### config.mk
export PLATFORM = sky130hd
export DESIGN_NAME = byte_serial_subtractor
export DESIGN_NICKNAME = d
export VERILOG_FILES = /design/src/rtl/byte_serial_subtractor.sv
export SDC_FILE = /design/constraint.sdc
export NUM_CORES = 1
export LEC_CHECK = 0
export BUFFER_PORTS_ARGS = -buffer_cell sky130_fd_sc_hd__buf_4
export CAP_MARGIN = 20
export CORE_MARGIN = 2
export CORE_UTILIZATION = 58
export DETAILED_ROUTE_END_ITERATION = 16
export MAX_ROUTING_LAYER = met4
export PLACE_DENSITY = 0.85
export SLEW_MARGIN = 20
export SYNTH_ARGS = -nofsm -noshare
export SYNTH_HDL_FRONTEND = slang
export SYNTH_SLANG_ARGS = --single-unit
export TNS_END_PERCENT = 20
### constraint.sdc
create_clock -name iClk -period 9.6 [get_ports iClk]
set_clock_uncertainty 0.2 [all_clocks]
set_input_delay 0.96 -clock iClk [delete_from_list [all_inputs] [get_ports iClk]]
set_output_delay 0.96 -clock iClk [all_outputs]
set_load 0.005 [all_outputs]
### src/rtl/byte_serial_subtractor.sv
// byte_serial_subtractor
//   Multi-cycle WIDTH-bit subtractor, D = A - B - iBorrowIn, computed one
//   8-bit slice per cycle, LSB slice first. Each slice adds the minuend byte
//   to the inverted subtrahend byte plus a carry; carry = ~borrow, so the
//   carry register is seeded with ~iBorrowIn and oBorrow is ~(final carry).
//
//   Optional feature macro: SUB_OVERFLOW_FLAG_EN
//     defined   -> oOverflow is the signed-overflow flag of the subtraction
//     undefined -> oOverflow is tied to 0 (port kept for a fixed interface)
//
// Ports
//   iClk, iRstN      clock (rising edge), asynchronous active-low reset
//   iValid / oReady  operand handshake (oReady high only in IDLE)
//   iA, iB           minuend, subtrahend
//   iBorrowIn        borrow into the LSB slice
//   oValid / iReady  result handshake (oValid high only in DONE)
//   oDiff            A - B - iBorrowIn modulo 2^WIDTH
//   oBorrow          borrow out of the MSB slice
//   oOverflow        signed overflow flag (see macro above)
//
// WIDTH must be a multiple of 8 and at least 8.

module byte_serial_subtractor #(
   parameter int WIDTH = 32
) (
   input  logic             iClk,
   input  logic             iRstN,
   input  logic             iValid,
   output logic             oReady,
   input  logic [WIDTH-1:0] iA,
   input  logic [WIDTH-1:0] iB,
   input  logic             iBorrowIn,
   output logic             oValid,
   input  logic             iReady,
   output logic [WIDTH-1:0] oDiff,
   output logic             oBorrow,
   output logic             oOverflow
);

   localparam int SLICES = WIDTH / 8;
   localparam int CW     = (SLICES > 1) ? $clog2(SLICES) : 1;
   localparam logic [CW-1:0] LAST_SLICE = CW'(SLICES - 1);

   typedef enum logic [1:0] {IDLE, RUN, DONE} state_t;

   state_t           state, state_nxt;
   logic [CW-1:0]    cnt;
   logic             carry;
   logic [WIDTH-1:0] a_q, b_q, diff_q;
   logic             borrow_q;

   logic [7:0]       a8, b8;
   logic [8:0]       sum;
   logic             last;
   int               base;

   // Current slice datapath
   always_comb begin
      base = int'(cnt) * 8;
      a8   = a_q[base +: 8];
      b8   = b_q[base +: 8];
      sum  = {1'b0, a8} + {1'b0, ~b8} + {8'd0, carry};
      last = (cnt == LAST_SLICE);
   end

   // State register
   always_ff @(posedge iClk or negedge iRstN) begin
      if (!iRstN) state <= IDLE;
      else        state <= state_nxt;
   end

   // Next-state logic
   always_comb begin
      state_nxt = state;
      case (state)
         IDLE:    if (iValid) state_nxt = RUN;
         RUN:     if (last)   state_nxt = DONE;
         DONE:    if (iReady) state_nxt = IDLE;
         default: state_nxt = IDLE;
      endcase
   end

   assign oReady = (state == IDLE);
   assign oValid = (state == DONE);

   // Datapath registers
   always_ff @(posedge iClk or negedge iRstN) begin
      if (!iRstN) begin
         a_q      <= '0;
         b_q      <= '0;
         diff_q   <= '0;
         carry    <= 1'b0;
         cnt      <= '0;
         borrow_q <= 1'b0;
      end else begin
         case (state)
            IDLE: if (iValid) begin
               a_q   <= iA;
               b_q   <= iB;
               carry <= ~iBorrowIn;
               cnt   <= '0;
            end
            RUN: begin
               diff_q[base +: 8] <= sum[7:0];
               carry             <= sum[8];
               if (last) begin
                  borrow_q <= ~sum[8];
                  cnt      <= '0;
               end else begin
                  cnt <= cnt + 1'b1;
               end
            end
            default: ;
         endcase
      end
   end

   assign oDiff   = diff_q;
   assign oBorrow = borrow_q;

`ifdef SUB_OVERFLOW_FLAG_EN
   // Signed overflow: operands of opposite sign and result sign differs
   // from the minuend. sum[7] on the last slice is the result MSB.
   logic ovf_q;
   always_ff @(posedge iClk or negedge iRstN) begin
      if (!iRstN) ovf_q <= 1'b0;
      else if (state == RUN && last)
         ovf_q <= (a_q[WIDTH-1] != b_q[WIDTH-1]) && (sum[7] != a_q[WIDTH-1]);
   end
   assign oOverflow = ovf_q;
`else
   assign oOverflow = 1'b0;
`endif

endmodule

Yosys cells after proc, flatten, opt, wreduce, memory -nomap -nowiden
Cells that the tools add are included.
Operators by class
  reduce and logical (&&, ||, !) cells: 6
  magnitude comparators: 0
  shift-type cells: 4
  divide/modulo/power cells: 0
  $mul: 0
  $add $sub $neg: 4
  eq/ne operators: 6
  muxes and demuxes: 10
  bitwise operators: 3
Operators by type and width (number)
  $shiftx A32 B6 Y8: 2
  $neg A5 Y33: 1
  $shift A8 B33 Y32 const A: 1
  $shiftx A8 B33 Y32: 1
  $bwmux W32: 1
  $mux W2: 5
  $add A8 B8 Y9: 1
  $add A9 B1 Y9: 1
  $not A8 Y8: 1
  $pmux W2 S3: 1
  $reduce_and A2 Y1: 3
  $eq A2 B2 Y1 const B: 2
  $ne A2 B2 Y1 const B: 2
  $pmux W2 S2: 1
  $reduce_and A3 Y1: 1
  $add A2 B1 Y2 const B: 1
  $eq A2 B1 Y1 const B: 1
  $logic_not A2 Y1: 1
  $ne A2 B1 Y1 const B: 1
  $not A1 Y1: 2
  $pmux W1 S2: 1
  $reduce_bool A2 Y1: 1
  $mux W1: 1
Storage, ports and cells
  memory bits (read-only): 0
  memories kept: 0
  input port bits: 69
  output and inout port bits: 36
  register bits after elaboration: 102
  RAM bits: 0
  word-level logic and storage cells: 40
  latch bits: 0

Depth between registers and ports, before layout
  depth after elaboration: 6
  depth in mapped cells: 10
  gate-level depth less buffers: 9

Least setup slack after synthesis
No wires, ideal clock.
  path kind: register to register
  start: reg cnt[1]
  end: reg diff_q[14] (netlist: oDiff[14])
  cell stages (with the launch flop): 11
  arrival: 2817 ps
  slack: 6462 ps
  path buffers: 2
  path through: dfrtp_1 clkbuf_1 buf_2 mux4_2 fa_1 fa_1 nor2b_1 o2111ai_1 a31oi_1 a31oi_1 a22o_1
Between the ends
  longest elaborated chain between the ends: 6
  elaborated cells on any way between the ends: 9
RTL lines
  start, declared: RTL line 47  | logic [CW-1:0] cnt;
  start signal, assigned: RTL line 110  | cnt <= cnt + 1'b1;
  $shiftx A32 B6 Y8: RTL line 61  | b8 = b_q[base +: 8];
  $not A8 Y8: RTL line 62  | sum = {1'b0, a8} + {1'b0, ~b8} + {8'd0, carry};
  $add A8 B8 Y9: RTL line 62
  $add A9 B1 Y9: RTL line 62
  $shiftx A8 B33 Y32: RTL line 104  | diff_q[base +: 8] <= sum[7:0];
  $bwmux W32 (*): RTL line 104
  end signal, assigned by index: RTL line 104
  end, declared: RTL line 49  | logic [WIDTH-1:0] a_q, b_q, diff_q;
Every way passes the cells marked *; elsewhere a longest branch is shown, timed or not.
A chain may end at the register's enable or synchronous reset.

Final worst setup path
Ends and elaborated chain as after synthesis.

==> results.json <==
{
  "tns_ns": 0,
  "path_class": "flop to flop",
  "die_width_um": 93.6,
  "dieArea_mm2": 0.00877,
  "layout.cells.non_filler": 544,
  "synth_compound_area_share_pct": 8.35,
  "grt_max_degree": 66,
  "hold_path.class": "flop to flop",
  "path_cells": "mux4_2, fa_1, fa_1, nor2b_1, o2111ai_1, a31oi_1, a31oi_1, a22o_1",
  "cellInternalPower_mw": 1.35,
  "core_area_mm2": 0.00777,
  "cp_max_fo": 21,
  "fp.dieH_um": 93.6,
  "yosys.area_share.simple_pct": 5.10,
  "worstSetupStartpointType": "flop",
  "routed_wl_um": 9820,
  "syn_to_final_growth_pct": 22.8,
  "tightest_slew_ns": 0.875,
  "finalMaxSlewViolations": 0,
  "timing.rr.start": "cnt[1]$_DFFE_PN0P_",
  "first_iter_violations": 132,
  "min_to": "oDiff[8]$_DFFE_PN0P_",
  "switching_share_pct": 39.9,
  "clock_sinks": 102,
  "multiInputGateArea_mm2": 0.00196,
  "hold_viol_final": 0,
  "synth_xor_area_share_pct": 0.752,
  "cts.repair.resized": 0,
  "hold_buffers": 0,
  "power_frac_comb_pct": 53.7,
  "cts.clk_slew.worst_paths_ns": 0.10,
  "synth_nets": 417,
  "slew_headroom_pct": 41.6,
  "pwr-share-clk_pct": 13.2,
  "via_count": 3125,
  "fin_crit_sh_pct": 35.5,
  "pin_count": 105,
  "clock-root-buffer": "clkbuf_8",
  "fp-row-count": 32,
  "grt_usage_pct": 24.4,
  "seq_area_frac_synth_pct": 54.8,
  "fin_area_mm2": 0.00572,
  "viasPerCell": 5.74,
  "worstHoldPathCells": 2,
  "tritoncts": "done",
  "crit_buf_inv": 0,
  "ant_nets": 0,
  "dp.cells": 528,
  "hold_start": "oDiff[8]$_DFFE_PN0P_",
  "synthesis.area_mm2": 0.00466,
  "post-cts-setup-buffer-count": 0,
  "power_leakage_nw": 2.68,
  "dp_hpwl_um": 7180,
  "arrival_ns": 3.46,
  "h-tree-depth": 3,
  "rsz0062_at_grt": "false",
  "postPlaceCellArea_mm2": 0.00550,
  "setup_slack_ns": 6.19,
  "r2r_end": "oDiff[14]$_DFFE_PN0P_",
  "grt_pass1_wl_um": 15800,
  "syn_area_per_cell_um2": 14.0,
  "cpPeakStageDelay_ns": 0.93,
  "seqCellArea_mm2": 0.00255,
  "setup_viol": 0,
  "path_delay_family": "flip-flops",
  "cts_max_path_buffers": 2,
  "drc": 0,
  "period_needed_ns": 3.41,
  "gp_congestion": 0.793,
  "r2r_cells": 8,
  "synth.distinct_cells": 41,
  "final_layout_size_suffix_gt1_share_pct": 47.7,
  "synth.area.mux_share_pct": 23.4,
  "synth_warnings": 0,
  "worst_setup_path_end_kind": "flop",
  "dr.pass1.iters": 4,
  "final_util_pct": 73.7,
  "ys_ff_latch": 102,
  "fill_cells": 519,
  "routedWlPerCell_um": 18.0,
  "power.net_switching_mw": 0.895,
  "pre_cts_ws_ns": 6.24,
  "status": "finished clean",
  "grt_pass1_vias": 3248,
  "maxCapViolCount": 0,
  "port_buffers": 103,
  "peakVddDrop_mv": 0.212,
  "grt-ovfl-total": 0,
  "synth_top_family_by_area": "multiplexers",
  "start_util_pct": 60.0,
  "required_ns": 9.66,
  "synthAdderAreaFrac_pct": 4.35,
  "slowest_stage": "dfrtp_1",
  "p_per_area_mw_per_mm2": 392,
  "clkLatencyLatePin_ns": 0.36,
  "cts_buffers": 9,
  "reg2reg_slack_ns": 6.19,
  "layout.nets": 521,
  "syn_inst": 333,
  "seq_power_share_pct": 33.1,
  "antenna_found_initial": 0,
  "timing.fmax_mhz": 294,
  "n_antenna_cell": 0
}
tightest hold or removal path: stages (launching register included):
cell	delay [ns]
dfrtp_1	0.36
nand2_1	0.05
o21ai_1	0.06
layout make-up:
type                    instances  area share [%]
well taps                     102            2.23
inverters                      18            1.18
repair buffers                106            13.9
multi-input cells             200            34.3
clock inverters                 7            1.66
flip-flops and latches        102            44.6
clock buffers                   9            2.16
power groups by stage:
stage | Combinational [mW] | Clock, mW | Sequential [mW]
floorplan | 0.892 | 0 | 0.705
global route | 1.32 | 0.318 | 0.767
finish | 1.20 | 0.297 | 0.743
detailed placement | 1.19 | 0 | 0.752
CTS | 1.21 | 0.301 | 0.746
global placement | 1.16 | 0 | 0.737
synthesized netlist by cell type:
cell | instances | share of area (%)
nand2_2 | 2 | 0.27
inv_1 | 18 | 1.4
o21bai_1 | 1 | 0.16
a31oi_1 | 2 | 0.27
o211ai_1 | 1 | 0.16
o2111ai_1 | 1 | 0.19
nand3_1 | 1 | 0.11
and2_1 | 1 | 0.13
or3_1 | 2 | 0.27
buf_2 | 5 | 0.54
nor2b_1 | 1 | 0.13
and2b_1 | 1 | 0.16
clkbuf_1 | 1 | 0.080
nor4_2 | 1 | 0.27
nand4_1 | 1 | 0.13
nand2b_1 | 4 | 0.54
a21oi_1 | 2 | 0.21
or4_4 | 1 | 0.24
buf_4 | 7 | 1.1
xnor2_1 | 3 | 0.56
mux4_2 | 16 | 7.7
nor2_1 | 10 | 0.81
o21a_1 | 1 | 0.16
o21ai_1 | 10 | 1.1
ha_1 | 13 | 3.5
dfrtp_1 | 102 | 55
mux2_2 | 64 | 15
nand2_1 | 17 | 1.4
a22o_1 | 22 | 4.1
nor3_2 | 2 | 0.43
mux2i_1 | 1 | 0.21
conb_1 | 1 | 0.080
a222oi_1 | 1 | 0.21
fa_1 | 2 | 0.86
a22oi_1 | 1 | 0.16
nand2_4 | 1 | 0.24
o21ai_0 | 7 | 0.75
o31ai_1 | 2 | 0.32
o21ba_2 | 1 | 0.21
xor2_1 | 1 | 0.19
a21o_1 | 2 | 0.32
stage by stage:
step | hold slack (ns) | total power, mW
2_1_floorplan | 0.257 | 1.60
3_3_place_gp | 0.271 | 1.89
3_5_place_dp | 0.279 | 1.95
4_1_cts | 0.300 | 2.25
5_1_grt | 0.327 | 2.40
6_report | 0.297 | 2.24
placed cells by master (no fill, tap or decap), types with 3 or more instances in the layout:
cell type and instances:
mux2_2 64, o21ai_1 10, o21ai_0 7, mux4_2 16, buf_4 106, xnor2_1 3
nand2_1 17, dfrtp_1 102, a22o_1 22, nor2_1 10, clkbuf_8 9, inv_1 18
ha_1 13, nand2b_1 4
how the worst max path moves through the flow:
stage / startpoint / to / depth (start not counted)
2_1_floorplan: cnt[1]$_DFFE_PN0P_ / oDiff[14]$_DFFE_PN0P_ / 10
3_3_place_gp: cnt[1]$_DFFE_PN0P_ / oDiff[14]$_DFFE_PN0P_ / 8
3_5_place_dp: cnt[1]$_DFFE_PN0P_ / oDiff[14]$_DFFE_PN0P_ / 8
4_1_cts: cnt[1]$_DFFE_PN0P_ / oDiff[14]$_DFFE_PN0P_ / 8
5_1_grt: cnt[1]$_DFFE_PN0P_ / oBorrow$_DFFE_PN0P_ / 9
6_report: cnt[1]$_DFFE_PN0P_ / oDiff[14]$_DFFE_PN0P_ / 8
layer usage:
| layer | wire length [um] | up-vias | global-route usage [%] | part of all wire, % |
|---|---|---|---|---|
| li1 | - | 1424 | - | - |
| met1 | 4030 | 1580 | 30.7 | 41 |
| met2 | 5120 | 107 | 39.7 | 52 |
| met3 | 507 | 14 | 5.80 | 5.2 |
| met4 | 157 | 0 | 8.21 | 1.6 |
| met5 | 0 | - | - | 0 |
flip-flops by register name (all words and copies together), names as in the netlist:
register	count
a_q	32
b_q	32
carry	1
cnt	2
oBorrow	1
oDiff	32
state	2
cells by family (layout without fill, tap and decap cells):
family	after synthesis	in the layout
mux	81	81
flops	102	102
buf+inv	31	140
simple gates	45	45
compound gates	54	54
other cells	1	1
fa+ha+maj	15	15
xor+xnor	4	4
No activity file was read; power rests on OpenSTA's default activity.
